[src/rtl/sipo_deserializer_pkg.sv]
// ---------------------------------------------------------------------------
// sipo_deserializer_pkg : shared word-ordering type for the deserializer
// Revision: 1.0
// ---------------------------------------------------------------------------
`default_nettype none

package sipo_deserializer_pkg;

  typedef enum logic {
    MODE_LSB_FIRST = 1'b0,
    MODE_MSB_FIRST = 1'b1
  } word_mode_e;

  localparam word_mode_e MODE_RESET = MODE_MSB_FIRST;

endpackage : sipo_deserializer_pkg

`default_nettype wire

[src/rtl/sipo_deserializer.sv]
// ---------------------------------------------------------------------------
// sipo_deserializer : LANES-bit beats in, WIDTH-bit words out, flush + hold reg
// Revision: 1.0
// ---------------------------------------------------------------------------
`default_nettype none

module sipo_deserializer
  import sipo_deserializer_pkg::*;
#(
  parameter int WIDTH = 8,
  parameter int LANES = 1
) (
  input  logic                                 clk,
  input  logic                                 rst,
  input  logic                                 msb_first,
  input  logic                                 in_valid,
  input  logic [LANES-1:0]                     in_data,
  input  logic                                 flush,
  output logic                                 in_ready,
  output logic                                 out_valid,
  output logic [WIDTH-1:0]                     out_data,
  output logic [$clog2((WIDTH/LANES)+1)-1:0]   out_beats,
  input  logic                                 out_ready
);

  localparam int BEATS = WIDTH / LANES;
  localparam int CW    = $clog2(BEATS + 1);
  localparam logic [CW-1:0] LAST_BEAT  = CW'(BEATS - 1);
  localparam logic [CW-1:0] FULL_BEATS = CW'(BEATS);

  generate
    if ((WIDTH % LANES) != 0 || WIDTH < 2 || LANES < 1) begin : g_param_check
      $fatal(1, "sipo_deserializer: WIDTH must be >= 2 and a multiple of LANES");
    end
  endgenerate

  logic [WIDTH-1:0] sr_q, sr_d;
  logic [CW-1:0]    cnt_q, cnt_d;
  word_mode_e       mode_q, mode_d;

  logic [WIDTH-1:0] out_data_q, out_data_d;
  logic [CW-1:0]    out_beats_q, out_beats_d;
  logic             out_valid_q, out_valid_d;

  logic             w_beat;
  logic             w_flush;
  word_mode_e       w_mode;
  logic [WIDTH-1:0] w_shifted;
  logic [WIDTH-1:0] w_src;
  logic [WIDTH-1:0] w_padded;
  logic [CW-1:0]    w_held;
  logic [31:0]      w_pad_bits;
  logic             w_full;
  logic             w_partial;

  // out_ready feeds in_ready combinationally so a completing beat can land
  // in the same cycle the held word is taken.
  assign in_ready = !out_valid_q || out_ready || ((cnt_q != LAST_BEAT) && !flush);
  assign w_beat   = in_valid && in_ready;
  assign w_flush  = flush && in_ready;

  always_comb begin
    w_mode = (cnt_q == '0) ? word_mode_e'(msb_first) : mode_q;

    if (w_mode == MODE_MSB_FIRST) begin
      w_shifted = (sr_q << LANES) | WIDTH'(in_data);
    end else begin
      w_shifted = (sr_q >> LANES) | (WIDTH'(in_data) << (WIDTH - LANES));
    end

    w_held    = w_beat ? (cnt_q + CW'(1)) : cnt_q;
    w_full    = w_beat && (cnt_q == LAST_BEAT);
    w_partial = w_flush && !w_full && (w_held != '0);

    // Padding behaves as though the missing beats were zeros shifted in.
    w_src      = w_beat ? w_shifted : sr_q;
    w_pad_bits = 32'((BEATS - int'(w_held)) * LANES);
    if (w_mode == MODE_MSB_FIRST) begin
      w_padded = w_src << w_pad_bits;
    end else begin
      w_padded = w_src >> w_pad_bits;
    end
  end

  always_comb begin
    sr_d   = sr_q;
    cnt_d  = cnt_q;
    mode_d = mode_q;
    if (w_beat) begin
      sr_d   = w_shifted;
      cnt_d  = w_held;
      mode_d = w_mode;
    end
    if (w_full || w_partial) begin
      sr_d  = '0;
      cnt_d = '0;
    end
  end

  always_ff @(posedge clk) begin
    if (rst) begin
      sr_q   <= '0;
      cnt_q  <= '0;
      mode_q <= MODE_RESET;
    end else begin
      sr_q   <= sr_d;
      cnt_q  <= cnt_d;
      mode_q <= mode_d;
    end
  end

  always_comb begin
    out_data_d  = out_data_q;
    out_beats_d = out_beats_q;
    out_valid_d = out_valid_q;
    if (out_valid_q && out_ready) begin
      out_valid_d = 1'b0;
    end
    if (w_full) begin
      out_data_d  = w_shifted;
      out_beats_d = FULL_BEATS;
      out_valid_d = 1'b1;
    end else if (w_partial) begin
      out_data_d  = w_padded;
      out_beats_d = w_held;
      out_valid_d = 1'b1;
    end
  end

  always_ff @(posedge clk) begin
    if (rst) begin
      out_data_q  <= '0;
      out_beats_q <= '0;
      out_valid_q <= 1'b0;
    end else begin
      out_data_q  <= out_data_d;
      out_beats_q <= out_beats_d;
      out_valid_q <= out_valid_d;
    end
  end

  assign out_valid = out_valid_q;
  assign out_data  = out_data_q;
  assign out_beats = out_beats_q;

endmodule : sipo_deserializer

`default_nettype wire

[config.mk]
export PLATFORM = sky130hd
export DESIGN_NAME = sipo_deserializer
export DESIGN_NICKNAME = d
export VERILOG_FILES = /design/src/rtl/sipo_deserializer_pkg.sv /design/src/rtl/sipo_deserializer.sv
export SDC_FILE = /design/constraint.sdc
export NUM_CORES = 1
export LEC_CHECK = 0
export CORE_ASPECT_RATIO = 0.8
export CORE_MARGIN = 2
export CORE_UTILIZATION = 35
export CTS_CLUSTER_DIAMETER = 80
export CTS_CLUSTER_SIZE = 30
export DETAILED_ROUTE_END_ITERATION = 10
export GPL_TIMING_DRIVEN = 0
export SKIP_CTS_REPAIR_TIMING = 1
export SYNTH_ARGS = -nofsm -noshare
export SYNTH_HDL_FRONTEND = slang
export SYNTH_SLANG_ARGS = --single-unit
[constraint.sdc]
create_clock -name clk -period 3.2 [get_ports clk]
set_input_delay 0.64 -clock clk [delete_from_list [all_inputs] [get_ports clk]]
set_output_delay 0.64 -clock clk [all_outputs]
set_load 0.005 [all_outputs]
; ---- Word level (Yosys, flattened, before mapping)
; Index checks and enable logic that the tools add are counted.
[word_totals]
register_bits = 26
out_inout_bits = 14
[op_classes]
addsub = 2
n_eq_ne = 2
shift = 2
n_mux = 12
bitwise = 2
n_reduce_logical = 19
[op_table]
columns = operator, n
row1 = two-way mux 8 bit, 5
row2 = left shift 8 x 32 -> 8 bit, 1
row3 = right shift 8 x 32 -> 8 bit, 1
row4 = two-way mux 4 bit, 3
row5 = OR 7 x 8 -> 8 bit, 1
row6 = OR 8 x 1 -> 8 bit, 1
row7 = logical AND 1 bit, 7
row8 = subtractor 4 x 4 -> 5 bit (first input constant), 1
row9 = adder 4 x 1 -> 4 bit (second input constant), 1
row10 = equality test 4 x 3 -> 1 bit (second input constant), 1
row11 = logical NOT 4 bit, 1
row12 = two-way mux 1 bit, 4
row13 = != test 4 x 3 -> 1 bit (second input constant), 1
row14 = nonzero test 4 bit, 1
row15 = OR reduction 2 bit, 2
row16 = logical NOT 1 bit, 3
row17 = logical OR 1 bit, 3
row18 = nonzero test 3 bit, 1
row19 = nonzero test 2 bit, 1

; ---- Depth between registers and ports, before layout
; Gate-level depths: netlist of the first run.
[depth]
depth_word = 10
depth_mapped = 14
mapped_depth_nobuf = 12

; ---- Worst setup path after synthesis of the first run
; OpenSTA, ideal clock, no wires.
[synth_path]
path_type = input to register
start = input out_ready
end = register out_data_q[5] (netlist: out_data[5])
t_arrival_ps = 3258
path_slack_ps = -132
path_stages = 14
path_cell_list = nand2b_1 -> clkbuf_2 -> o211a_1 -> buf_2 -> buf_1 -> nor2_1 -> a21oi_1 -> ha_1 -> inv_1 -> o311ai_0 -> o21ai_0 -> o211ai_1 -> a211o_1 -> o21ai_0
[synth_between]
elab_chain_cells = 9
[synth_rtl]
columns = item, line
row1 = start: declaration, sipo_deserializer.sv:23  ; input logic out_ready
row2 = logical OR 1 bit * (2 in a row), sipo_deserializer.sv:58  ; assign in_ready = !out_valid_q || out_ready || ((cnt_q != LAST_BEAT) && !flush);
row3 = logical AND 1 bit, sipo_deserializer.sv:59  ; assign w_beat = in_valid && in_ready;
row4 = two-way mux 4 bit, sipo_deserializer.sv:71  ; w_held = w_beat ? (cnt_q + CW'(1)) : cnt_q;
row5 = subtractor 4 x 4 -> 5 bit, sipo_deserializer.sv:77  ; w_pad_bits = 32'((BEATS - int'(w_held)) * LANES);
row6 = right shift 8 x 32 -> 8 bit or left shift 8 x 32 -> 8 bit (tied branches), "sipo_deserializer.sv:81, sipo_deserializer.sv:79"
row7 = two-way mux 8 bit, sipo_deserializer.sv:78  ; if (w_mode == MODE_MSB_FIRST) begin
row8 = two-way mux 8 bit, sipo_deserializer.sv:123  ; end else if (w_partial) begin
row9 = two-way mux 8 bit, sipo_deserializer.sv:119  ; if (w_full) begin
row10 = end signal: assignment, sipo_deserializer.sv:136  ; out_data_q <= out_data_d;
row11 = end: declaration, sipo_deserializer.sv:41  ; logic [WIDTH-1:0] out_data_q, out_data_d;
; Mark *: on every way between the ends. The rest lies on a longest branch, timed or not. The select of a mux whose other input is x is not followed.
; A chain may end at the register's enable or synchronous reset.

; ---- Final worst setup path of the first run
[layout_path]
start = register cnt_q[0]
end = register out_data_q[4] (netlist: out_data[4])
[layout_between]
elab_chain_cells = 10
[layout_rtl]
columns = item, line
row1 = start: declaration, sipo_deserializer.sv:38  ; logic [CW-1:0] cnt_q, cnt_d;
row2 = start signal: assignment, sipo_deserializer.sv:107  ; cnt_q <= cnt_d;
row3 = "parallel branches: the longest is 10 deep, another holds subtractor 4 x 4 -> 5 bit", --
; Parallel ways; which one is timed is not known. The select of a mux whose other input is x is not followed.

==> reports/results.env, run 1 <==
RUN_STATUS='complete, no violations'
CP_MAX_FO=10
FINALNETCOUNT=322
DRV.MAX_CAP_VIOLATION_COUNT=0
VIA_PER_INST=6.335
INITIAL_CORE_UTIL=0.3591
SETUP_VIOLATORS_FINAL=0
POST_ROUTE_CLOCK_PERIOD_UTILIZATION=0.9670
PWR-SHARE-CLK=0.157
POWER_FRAC_COMB=0.550
ANTENNA_LEFT=0
CHIPHEIGHT_UM=73.48
PLACE.PORT_BUFFERS=19
WORST_SETUP_PATH_END_KIND='flip-flop'
TIMING.HOLD.WORST.CLASS='reg2reg'
DR.FIRST_ITER.DRC_COUNT=259
FIRSTDRTPASSITERS=5
ROUTEDWLPERCELL_UM=18.79
P_LEAK_uW=0.0009689
FIRST_PASS_GRT_WIRE_LENGTH_UM=11280
IR_WORST_VDD_uV=184.5
GP_CONGESTION=0.9796
ROUTE.MET3.WL_UM=589
CLOCK_TREE_FROM_TRITONCTS='done'
ROUTE.TOP_LAYER_USED='met4'
SHARE_OF_SYNTHESIZED_AREA_OCCUPIED_BY_FLIP_FLOPS_AND_LATCHES=0.2464
SYNTH_EDF_COUNT=0
MAX_SLEW_MARGIN=0.4739
ROWS=25
MAXIMUM_CLOCK_RATE_GHz=0.3232
YS.WARNINGS.COUNT=0
POST_SYNTH_INSTANCE_AREA_UM2=2112
HTREE_NUM_LEVELS=1
INTERNAL_POWER_uW=714.2
FINALWORSTPATHREQUIREDPERIOD_PS=3094
GRT_ANTENNA_BEFORE_REPAIR=0
SWITCHING_POWER_uW=558.2
DIE_AR_UM2=6676
CLOCKBUFFERDEPTH=2
FINISH.UTILIZATION=0.4685
FLOW.AREA_GROWTH_FROM_SYNTHESIS_PCT=30.45
CORE_AREA_UM2=5881
WORST-SLEW-PIN-TRANSITION_PS=784.4
TRITONCTS.NUM_BUFFERS=3
SETUP-TNS-FINAL_PS=0
OVERALL_POWER_CONSUMPTION_uW=1272
CRIT_TYPE='reg2reg'
DETAILROUTE.VIA_COUNT=2477
FINALWIRELENGTH_UM=7346
GLOBALROUTETOTALUTIL=0.2137
CLOCK_INSERTION_DELAY_WORST_SKEW_PS=280
CTSROOTBUFFERMASTER='clkbuf_8'
NUMBER_OF_GLOBAL_ROUTE_VIAS_BEFORE_REPAIR=2115
POWER_DENSITY_nW_PER_UM2=461.8
YS_SEQ_ELEMENTS=26
FILL_CELLS=616
MAXSLEWVIOLCOUNT=0
MET2WIRELENGTH_UM=3094
DETAILED_PLACE_HPWL_UM=5282
SYNTHARSTFLOPSHARE=0
POWER.SHARE.SWITCHING=0.4387
SHARE_SEQ_OF_TOTAL_POWER=0.293
GRT_OVERFLOW=0
STARTPOINT_TYPE='flip-flop'
TIMING_HOLD_VIOLATIONS_FINAL=0
CRITPATHARRIVALTIME_PS=3260
COUNT_OF_INSERTED_ANTENNA_DIODE_CELLS=0
SYNTH.NET_COUNT=291
POST-ROUTE-DRC-COUNT=0
YOSYS.CELL_TYPES.COUNT=61
GRT_MAX_DEGREE=14
CRITICAL_PATH_REQUIRED_PS=3360
SYNTH_FLOP_CELL='dfxtp_1'
CLKSLEWWORSTSETUPHOLDPATHS_PS=100
FINCLKSKEW_PS=3.038
FINAL_LAYOUT_SIZE_SUFFIX_GT1_FRAC=0.2194
NUMCLOCKSINKS=26
DIE-WIDTH_UM=90.85
MET1WIRELENGTH_UM=3517
IOPINCOUNT=21
SYNTHESIS.INSTANCES=281
SYN_AVG_CELL_AREA_UM2=7.516
cell usage in the layout (no fill, tap or decap), drive strengths merged, types with 3 or more instances in the layout:
cell type / count
nor2: 34
dfxtp: 26
a21oi: 24
o21ai: 22
buf: 19
a211oi: 19
clkdlybuf4s50: 16
nand2: 14
clkbuf: 11
inv: 10
a31oi: 9
nand3: 8
nand2b: 6
mux2i: 6
o31ai: 6
o32ai: 6
nor3: 5
o21a: 4
o211a: 3
o211ai: 3
o22ai: 3
o22a: 3
dlymetal6s2s: 3
xnor2: 3
o32a: 3
o311ai: 3
ha: 3
metrics by stage:
step | worst slack (ps) | std cells | hold slack [ps] | instance area [µm²]
2_1_floorplan | 59.33 | 281 | 457.0 | 2116
5_1_grt | -17.50 | 391 | 511.1 | 2755
6_report | 105.7 | 391 | 485.4 | 2755
4_1_cts | -1000 | 384 | 490.7 | 2449
3_3_place_gp | -1297 | 381 | 462.0 | 2407
3_5_place_dp | -1286 | 381 | 464.7 | 2407
registers in the layout, indices dropped and copies added, names as in the netlist:
signal     count
sr_q           8
cnt_q          4
mode_q         1
out_valid      1
out_data       8
out_beats      4
cells in the mapped netlist, types with 2 or more instances:
library cell,instances,share of area
nand4_1,2,0.0059
ha_1,3,0.018
mux2i_1,6,0.028
xnor2_1,3,0.012
nor2_1,34,0.060
a21oi_1,24,0.057
a211oi_1,17,0.060
o21bai_1,2,0.0071
nand2_1,14,0.025
inv_1,11,0.020
mux2_2,2,0.011
a22oi_1,2,0.0071
or2_2,2,0.0059
o21a_1,4,0.014
buf_2,4,0.0095
a31o_2,2,0.0083
o21ai_0,20,0.047
o31ai_1,6,0.021
nand3b_1,2,0.0071
o211a_1,3,0.014
o32ai_1,5,0.021
dfxtp_1,26,0.25
a221oi_1,2,0.0083
o32a_1,2,0.0095
o22ai_1,3,0.0089
o211ai_1,3,0.011
o311ai_0,3,0.012
nor4_1,2,0.0059
a31oi_1,9,0.027
nand2b_1,6,0.018
buf_1,3,0.0053
nor3_1,5,0.012
o21ai_1,2,0.0047
clkbuf_1,11,0.020
o22a_1,3,0.012
nand3_1,8,0.019
power groups by stage:
stage	clock (µW)	combinational (µW)	sequential [µW]
finish	200	700	373
global route	213	747	376
CTS	200	554	369
detailed placement	0	552	376
global placement	0	554	376
floorplan	0	395	372
routing by layer:
| layer | global-route usage | vias up |
|---|---|---|
| li1 | - | 1141 |
| met4 | 0.04040 | 0 |
| met5 | 0 | - |
| met2 | 0.3076 | 150 |
| met1 | 0.3294 | 1166 |
| met3 | 0.04308 | 20 |
worst max-delay path, stage by stage, from the launching register on:
cell      delay, ps
dfxtp_1         340
buf_4           180
inv_4            90
buf_6           140
ha_1            160
or3b_1          360
buf_6           170
a21o_4          260
a211oi_4        340
o32ai_1         210
mux2_2          300
a211oi_1        320
o31ai_1         110
cell families (layout without fill, tap and decap cells):
family,after synthesis,in the layout,share of synthesized area
AOI/OAI and AO/OA,125,125,0.4177
and+or+nand+nor,84,84,0.1943
buffers and inverters,31,60,0.06161
DFF,26,26,0.2464
muxes,9,9,0.04976
adders and majority gates,3,3,0.01777
xor gates and xnor gates,3,3,0.01244
cell type report:
class                      count  area (µm²)  area share
tap                           81       101.3     0.03678
sequential                    26       520.5      0.1889
multi-input combinational    224        1664      0.6040
inverter                      11       47.55     0.01726
timing repair buffer          27       261.5     0.09491
buffer                        19       118.9     0.04314
clock buffer                   3       41.29     0.01499
path summary, 6_finish.rpt:
path | startpoint | to | slack (ps) | cells after the start
setup / recovery | cnt_q[0]$_SDFFE_PP0N_ | out_data[4]$_SDFFE_PP0P_ | 110 | 12
hold / removal | out_data[3]$_SDFFE_PP0P_ | out_data[3]$_SDFFE_PP0P_ | 490 | 2
setup reg to reg | cnt_q[0]$_SDFFE_PP0N_ | out_data[4]$_SDFFE_PP0P_ | 110 | 12
hold reg to reg | out_data[3]$_SDFFE_PP0P_ | out_data[3]$_SDFFE_PP0P_ | 490 | 2
(Power assumes the default switching activity.)
==> run 2: changes to the inputs <==
--- a/config.mk
+++ b/config.mk
@@ -12,6 +12,7 @@
 export CTS_CLUSTER_SIZE = 30
 export DETAILED_ROUTE_END_ITERATION = 10
 export GPL_TIMING_DRIVEN = 0
+export PLACE_DENSITY_LB_ADDON = 0.1
 export SKIP_CTS_REPAIR_TIMING = 1
 export SYNTH_ARGS = -nofsm -noshare
 export SYNTH_HDL_FRONTEND = slang
==> reports/results.env, run 2 (same netlist as run 1, synthesis figures left out) <==
RUN_STATUS='complete, no violations'  # unchanged
RSZ_0062_RAISED_AFTER_GLOBAL_ROUTING='yes'
TIMING.CRITICAL_PATH.SLOWEST_STAGE_CELL='mux4_2'  # was or3b_1
R2R-START='cnt_q[0]$_SDFFE_PP0N_'  # unchanged
WORST_SETUP_PATH_END_KIND='flip-flop'  # unchanged
CLOCKBUFFERDEPTH=2  # unchanged
SETUP.WORST_PATH.START='cnt_q[0]$_SDFFE_PP0N_'  # unchanged
CRITPATHARRIVALTIME_PS=3300  # was 3260 ps
GRT_OVERFLOW=0  # unchanged
PLACE.PORT_BUFFERS=19  # unchanged
HTREE_NUM_LEVELS=1  # unchanged
FINALWIRELENGTH_UM=7399  # was 7346 µm
ANTENNA_LEFT=0  # unchanged
CTSROOTBUFFERMASTER='clkbuf_8'  # unchanged
CLKSLEWWORSTSETUPHOLDPATHS_PS=90  # was 100 ps
ROUTEDWLPERCELL_UM=18.73  # was 18.79 µm
POST-ROUTE-DRC-COUNT=0  # unchanged
MOSTFREQUENTLAYOUTCELLS='33 x nor2_1, 26 x dfxtp_1, 19 x a21oi_1'  # was 34 x nor2_1, 26 x dfxtp_1, 19 x a21oi_1
TIMING.CRITICAL_PATH.MAX_DELAY_FAMILY='compound AO/OA/AOI/OAI gates'  # unchanged
FINCLKSKEW_PS=3.691  # was 3.038 ps
CHIPHEIGHT_UM=73.48  # unchanged
GP_CONGESTION=0.9438  # was 0.9796
HOLD-WORST-SLACK_PS=497.0  # was 485.4 ps
CORE_AREA_UM2=5881  # unchanged
NUMCLOCKSINKS=26  # unchanged
IR_WORST_VDD_uV=211.0  # was 184.5 µV
WORST-SLEW-PIN-TRANSITION_PS=817.9  # was 784.4 ps
FINALNETCOUNT=326  # was 322
CRITICAL_PATH_REQUIRED_PS=3380  # was 3360 ps
POST_ROUTE_CLOCK_PERIOD_UTILIZATION=0.9769  # was 0.9670
GRT_MAX_DEGREE=14  # unchanged
MAXSLEWVIOLCOUNT=0  # unchanged
GLOBALROUTETOTALUTIL=0.2187  # was 0.2137
MAXIMUM_CLOCK_RATE_GHz=0.3199  # was 0.3232 GHz
FINAL_LAYOUT_SIZE_SUFFIX_GT1_FRAC=0.2357  # was 0.2194
COUNT_OF_INSERTED_ANTENNA_DIODE_CELLS=0  # unchanged
CLOCK_INSERTION_DELAY_WORST_SKEW_PS=280  # about the same
OVERALL_POWER_CONSUMPTION_uW=1278  # was 1272 µW
POWER_DENSITY_nW_PER_UM2=455.2  # was 461.8 nW/µm²
GRT_ANTENNA_BEFORE_REPAIR=0  # unchanged
VIA_PER_INST=6.162  # was 6.335
LAYOUT_COMMONEST_CELL='nor2_1'  # unchanged
CPPEAKSTAGEDELAY_PS=540  # was 360 ps
DR.FIRST_ITER.DRC_COUNT=197  # was 259
TIMING.CRITICAL_PATH.CELLS='buf_4, inv_4, buf_6, ha_1, or3b_1, buf_6, a21o_2, a21o_1, mux4_2, o21ai_0, o21ai_0, a31o_2'  # was buf_4, inv_4, buf_6, ha_1, or3b_1, buf_6, a21o_4, a211oi_4, o32ai_1, mux2_2, a211oi_1, o31ai_1
MAX_SLEW_MARGIN=0.4515  # was 0.4739
FINALWORSTPATHREQUIREDPERIOD_PS=3126  # was 3094 ps
IOPINCOUNT=21  # unchanged
BEGINNING_OF_THE_WORST_HOLD_PATH='out_beats[2]$_SDFFE_PP0P_'  # was out_data[3]$_SDFFE_PP0P_
NUMBER_OF_GLOBAL_ROUTE_VIAS_BEFORE_REPAIR=2106  # was 2115
CRIT_TYPE='reg2reg'  # unchanged
TIMING_HOLD_VIOLATIONS_FINAL=0  # unchanged
FIRSTDRTPASSITERS=7  # was 5
P_LEAK_uW=0.0009862  # was 0.0009689 µW
TRITONCTS.NUM_BUFFERS=3  # unchanged
FIRST_PASS_GRT_WIRE_LENGTH_UM=11500  # was 11280 µm
DRV.MAX_CAP_VIOLATION_COUNT=0  # unchanged
TIMING.HOLD.WORST.CLASS='reg2reg'  # unchanged
DETAILED_PLACE_HPWL_UM=5446  # was 5282 µm
CRITICAL_PATH.N_BUFFERS_INVERTERS=4  # unchanged
DIE_AR_UM2=6676  # unchanged
ROWS=25  # unchanged
INITIAL_CORE_UTIL=0.3591  # unchanged
FLOW.AREA_GROWTH_FROM_SYNTHESIS_PCT=32.94  # was 30.45%
DETAILROUTE.VIA_COUNT=2434  # was 2477
DIE-WIDTH_UM=90.85  # unchanged
CLOCK_TREE_FROM_TRITONCTS='done'  # unchanged
STARTPOINT_TYPE='flip-flop'  # unchanged
CP_MAX_FO=10  # unchanged
SETUP_VIOLATORS_FINAL=0  # unchanged
-- run 2: per-stage QoR --
step | cell area (µm²) | utilization | TNS (ps) | cells | setup slack [ps]
after floorplan | 2116 | - | 0 | 281 | 59.33
after global placement | 2407 | 0.4094 | -29220 | 381 | -1357
after detailed placement | 2407 | 0.4094 | -27130 | 381 | -1285
after CTS | 2449 | 0.4164 | -20100 | 384 | -1011
after global routing | 2808 | 0.4774 | -35.97 | 395 | -15.67
final | 2808 | 0.4774 | 0 | 395 | 73.83
-- run 2: area by class of cell --
type | instances | area [µm²]
Fill cell | 619 | 3073
Multi-Input combinational cell | 224 | 1690
Sequential cell | 26 | 520.5
Timing Repair Buffer | 31 | 285.3
Buffer | 19 | 125.1
Tap cell | 81 | 101.3
Inverter | 11 | 43.79
Clock buffer | 3 | 41.29
-- run 2: final timing paths --
kind / slack [ps] / to / cells after the start
max reg2reg: 70 / out_data[1]$_SDFFE_PP0P_ / 12
min: 500 / out_beats[2]$_SDFFE_PP0P_ / 2
max: 70 / out_data[1]$_SDFFE_PP0P_ / 12
min reg2reg: 500 / out_beats[2]$_SDFFE_PP0P_ / 2
-- run 2: worst min-delay path: cells and delay by family (launching register included) --
kind            cells  cell delay [ps]
flops               1              340
simple gates        1               70
compound gates      1               60
-- run 2: per-layer routing --
metal,up-vias,track usage,wire [µm]
met3,4,0.05128,578
met1,1169,0.3335,3679
li1,1149,-,-
met2,112,0.3192,3101
met5,-,0,0
met4,0,0.02862,40
-- run 2: report_power, final --
| part | switching [µW] | leakage, µW | total, µW | internal, µW |
|---|---|---|---|---|
| Clock | 106 | 0.0000216 | 190 | 84.6 |
| Sequential | 24.8 | 0.000212 | 373 | 348 |
| Combinational | 421 | 0.000753 | 715 | 294 |
| Total | 552 | 0.000986 | 1280 | 726 |
==> run 3: changes to the inputs <==
--- a/config.mk
+++ b/config.mk
@@ -11,7 +11,6 @@
 export CTS_CLUSTER_DIAMETER = 80
 export CTS_CLUSTER_SIZE = 30
 export DETAILED_ROUTE_END_ITERATION = 10
-export GPL_TIMING_DRIVEN = 0
 export PLACE_DENSITY_LB_ADDON = 0.1
 export SKIP_CTS_REPAIR_TIMING = 1
 export SYNTH_ARGS = -nofsm -noshare
==> reports/results.env, run 3 (same netlist as run 1, synthesis figures left out) <==
RUN_STATUS='complete, no violations'  # unchanged
TIMING.CRITICAL_PATH.CELLS='clkdlybuf4s50_1, nand2b_1, o211a_1, nor2_1, a21oi_1, ha_1, xnor2_1, buf_4, a221oi_1, o22a_1, o31ai_1'  # was buf_4, inv_4, buf_6, ha_1, or3b_1, buf_6, a21o_2, a21o_1, mux4_2, o21ai_0, o21ai_0, a31o_2
PLACED_CELLS=412  # was 381
MAXIMUM_CLOCK_RATE_GHz=0.3253  # was 0.3199 GHz
CLOCK_INSERTION_DELAY_WORST_SKEW_PS=280  # about the same
R2R-START='cnt_q[1]$_SDFFE_PP0N_'  # was cnt_q[0]$_SDFFE_PP0N_
POST-ROUTE-DRC-COUNT=0  # unchanged
WORST_SETUP_PATH_END_KIND='flip-flop'  # unchanged
LAYOUT_COMMONEST_CELL='buf_4'  # was nor2_1
DETAILED_PLACE_HPWL_UM=5933  # was 5446 µm
P_LEAK_uW=0.001039  # was 0.0009862 µW
SETUP_VIOLATORS_FINAL=0  # unchanged
RSZ_0062_RAISED_AFTER_GLOBAL_ROUTING='no'  # was yes
POWER_DENSITY_nW_PER_UM2=456.7  # was 455.2 nW/µm²
MAXSLEWVIOLCOUNT=0  # unchanged
CLOCKBUFFERDEPTH=2  # unchanged
INSTANCES_NO_FILL=415  # was 395
CPPEAKSTAGEDELAY_PS=610  # was 540 ps
FINCLKSKEW_PS=3.037  # was 3.691 ps
CLKSLEWWORSTSETUPHOLDPATHS_PS=100  # was 90 ps
ROWS=25  # unchanged
POST_ROUTE_CLOCK_PERIOD_UTILIZATION=0.9606  # was 0.9769
WORST-SLEW-PIN-TRANSITION_PS=708.7  # was 817.9 ps
ROUTEDWLPERCELL_UM=18.63  # was 18.73 µm
STARTPOINT_TYPE='input pin'  # was flip-flop
CRITICAL_PATH.N_BUFFERS_INVERTERS=2  # was 4
DIE_AR_UM2=6676  # unchanged
CLOCK_TREE_FROM_TRITONCTS='done'  # unchanged
CRIT_TYPE='in2reg'  # was reg2reg
CTSROOTBUFFERMASTER='clkbuf_8'  # unchanged
GP_CONGESTION=0.9307  # was 0.9438
GRT_ANTENNA_BEFORE_REPAIR=0  # unchanged
SETUP_WS_PS=126.1  # was 73.83 ps
ANTENNA_LEFT=0  # unchanged
TIMING.HOLD.WORST.CLASS='reg2reg'  # unchanged
TRITONCTS.NUM_BUFFERS=3  # unchanged
DIE-WIDTH_UM=90.85  # unchanged
CP_MAX_FO=7  # was 10
TIMING.CRITICAL_PATH.MAX_DELAY_FAMILY='compound AO/OA/AOI/OAI gates'  # unchanged
FINALNETCOUNT=346  # was 326
PLACE.PORT_BUFFERS=20  # was 19
DETAILROUTE.VIA_COUNT=2500  # was 2434
CORE_AREA_UM2=5881  # unchanged
OVERALL_POWER_CONSUMPTION_uW=1261  # was 1278 µW
MAX_SLEW_MARGIN=0.5242  # was 0.4515
SETUP-TNS-FINAL_PS=0  # unchanged
CHIPHEIGHT_UM=73.48  # unchanged
GRT_OVERFLOW=0  # unchanged
NUMBER_OF_GLOBAL_ROUTE_VIAS_BEFORE_REPAIR=2279  # was 2106
IOPINCOUNT=21  # unchanged
INITIAL_CORE_UTIL=0.3591  # unchanged
IR_WORST_VDD_uV=214.2  # was 211.0 µV
MOSTFREQUENTLAYOUTCELLS='49 x buf_4, 34 x nor2_1, 26 x dfxtp_1'  # was 33 x nor2_1, 26 x dfxtp_1, 19 x a21oi_1
PLACE_WORST_SETUP_SLACK_PS=-128.2  # was -1285 ps
NUMCLOCKSINKS=26  # unchanged
DR.FIRST_ITER.DRC_COUNT=290  # was 197
FINALWIRELENGTH_UM=7732  # was 7399 µm
CRITPATHARRIVALTIME_PS=3260  # was 3300 ps
VIA_PER_INST=6.024  # was 6.162
HTREE_NUM_LEVELS=1  # unchanged
FINAL_LAYOUT_SIZE_SUFFIX_GT1_FRAC=0.2066  # was 0.2357
COUNT_OF_INSERTED_ANTENNA_DIODE_CELLS=0  # unchanged
PLACED_CELL_AREA_UM2=2716  # was 2407 µm²
DRV.MAX_CAP_VIOLATION_COUNT=0  # unchanged
TIMING.CRITICAL_PATH.SLOWEST_STAGE_CELL='xnor2_1'  # was mux4_2
GRT_MAX_DEGREE=20  # was 14
CRITICAL_PATH_REQUIRED_PS=3390  # was 3380 ps
FIRST_PASS_GRT_WIRE_LENGTH_UM=12610  # was 11500 µm
FINALWORSTPATHREQUIREDPERIOD_PS=3074  # was 3126 ps
TIMING_HOLD_VIOLATIONS_FINAL=0  # unchanged
FINALINSTANCEAREA_UM2=2761  # was 2808 µm²
FIRSTDRTPASSITERS=5  # was 7
SETUP.WORST_PATH.START='out_ready'  # was cnt_q[0]$_SDFFE_PP0N_
BEGINNING_OF_THE_WORST_HOLD_PATH='out_data[3]$_SDFFE_PP0P_'  # was out_beats[2]$_SDFFE_PP0P_
FLOW.AREA_GROWTH_FROM_SYNTHESIS_PCT=30.75  # was 32.94%
GLOBALROUTETOTALUTIL=0.2411  # was 0.2187
-- run 3: cell count changes in the layout (fill, tap and decap cells not counted), moves of 3 or more --
cell	change
xnor2_1	+3
buf_4	+33
a21oi_2	-4
a21oi_1	+5
o21ai_0	+3
clkbuf_1	-5
a211oi_4	-4
a211oi_1	+10
clkdlybuf4s50_1	+3
buf_6	-4
a211oi_2	-6
-- run 3: through the flow --
stage	hold slack (ps)	util
floorplan	457.0	-
global placement	467.3	0.4619
detailed placement	460.3	0.4619
CTS	488.5	0.4689
global route	531.5	0.4696
finish	484.1	0.4696
-- run 3: final cells by class --
type / instances / area, µm²
clock buffer: 3 / 41.29
fill: 642 / 3119
inverter: 11 / 41.29
multi-input combinational: 224 / 1469
sequential: 26 / 520.5
tap: 81 / 101.3
timing repair buffer: 70 / 588.1
-- run 3: per-layer routing --
| metal | up-vias | wire (µm) | track usage |
|---|---|---|---|
| met5 | - | 0 | 0 |
| met3 | 4 | 672 | 0.02974 |
| met4 | 0 | 36 | 0.03367 |
| li1 | 1187 | - | - |
| met2 | 131 | 3163 | 0.3466 |
| met1 | 1178 | 3859 | 0.3873 |
-- run 3: path summary, 6_finish.rpt --
check,end,slack [ps],depth (start not counted)
min,out_data[3]$_SDFFE_PP0P_,480,2
max reg2reg,out_data[6]$_SDFFE_PP0P_,250,11
min reg2reg,out_data[3]$_SDFFE_PP0P_,480,2
max,out_data[6]$_SDFFE_PP0P_,130,11
-- run 3: power breakdown --
part	total, µW	internal (µW)	leakage (µW)	switching [µW]
sequential	375	348	0.000212	27.4
combinational	687	301	0.000806	387
clock	198	84.8	0.0000216	114
total	1260	733	0.00104	528
-- run 3: worst register-to-register path, delay by kind of cell, from the launching register on --
kind / cells / cell delay, ps
AO/OA/AOI/OAI: 5 / 800
XOR/XNOR: 1 / 610
adder cells (fa/ha/maj): 2 / 560
flip-flops: 1 / 390
AND/OR/NAND/NOR: 2 / 270
buffers and inverters: 1 / 230
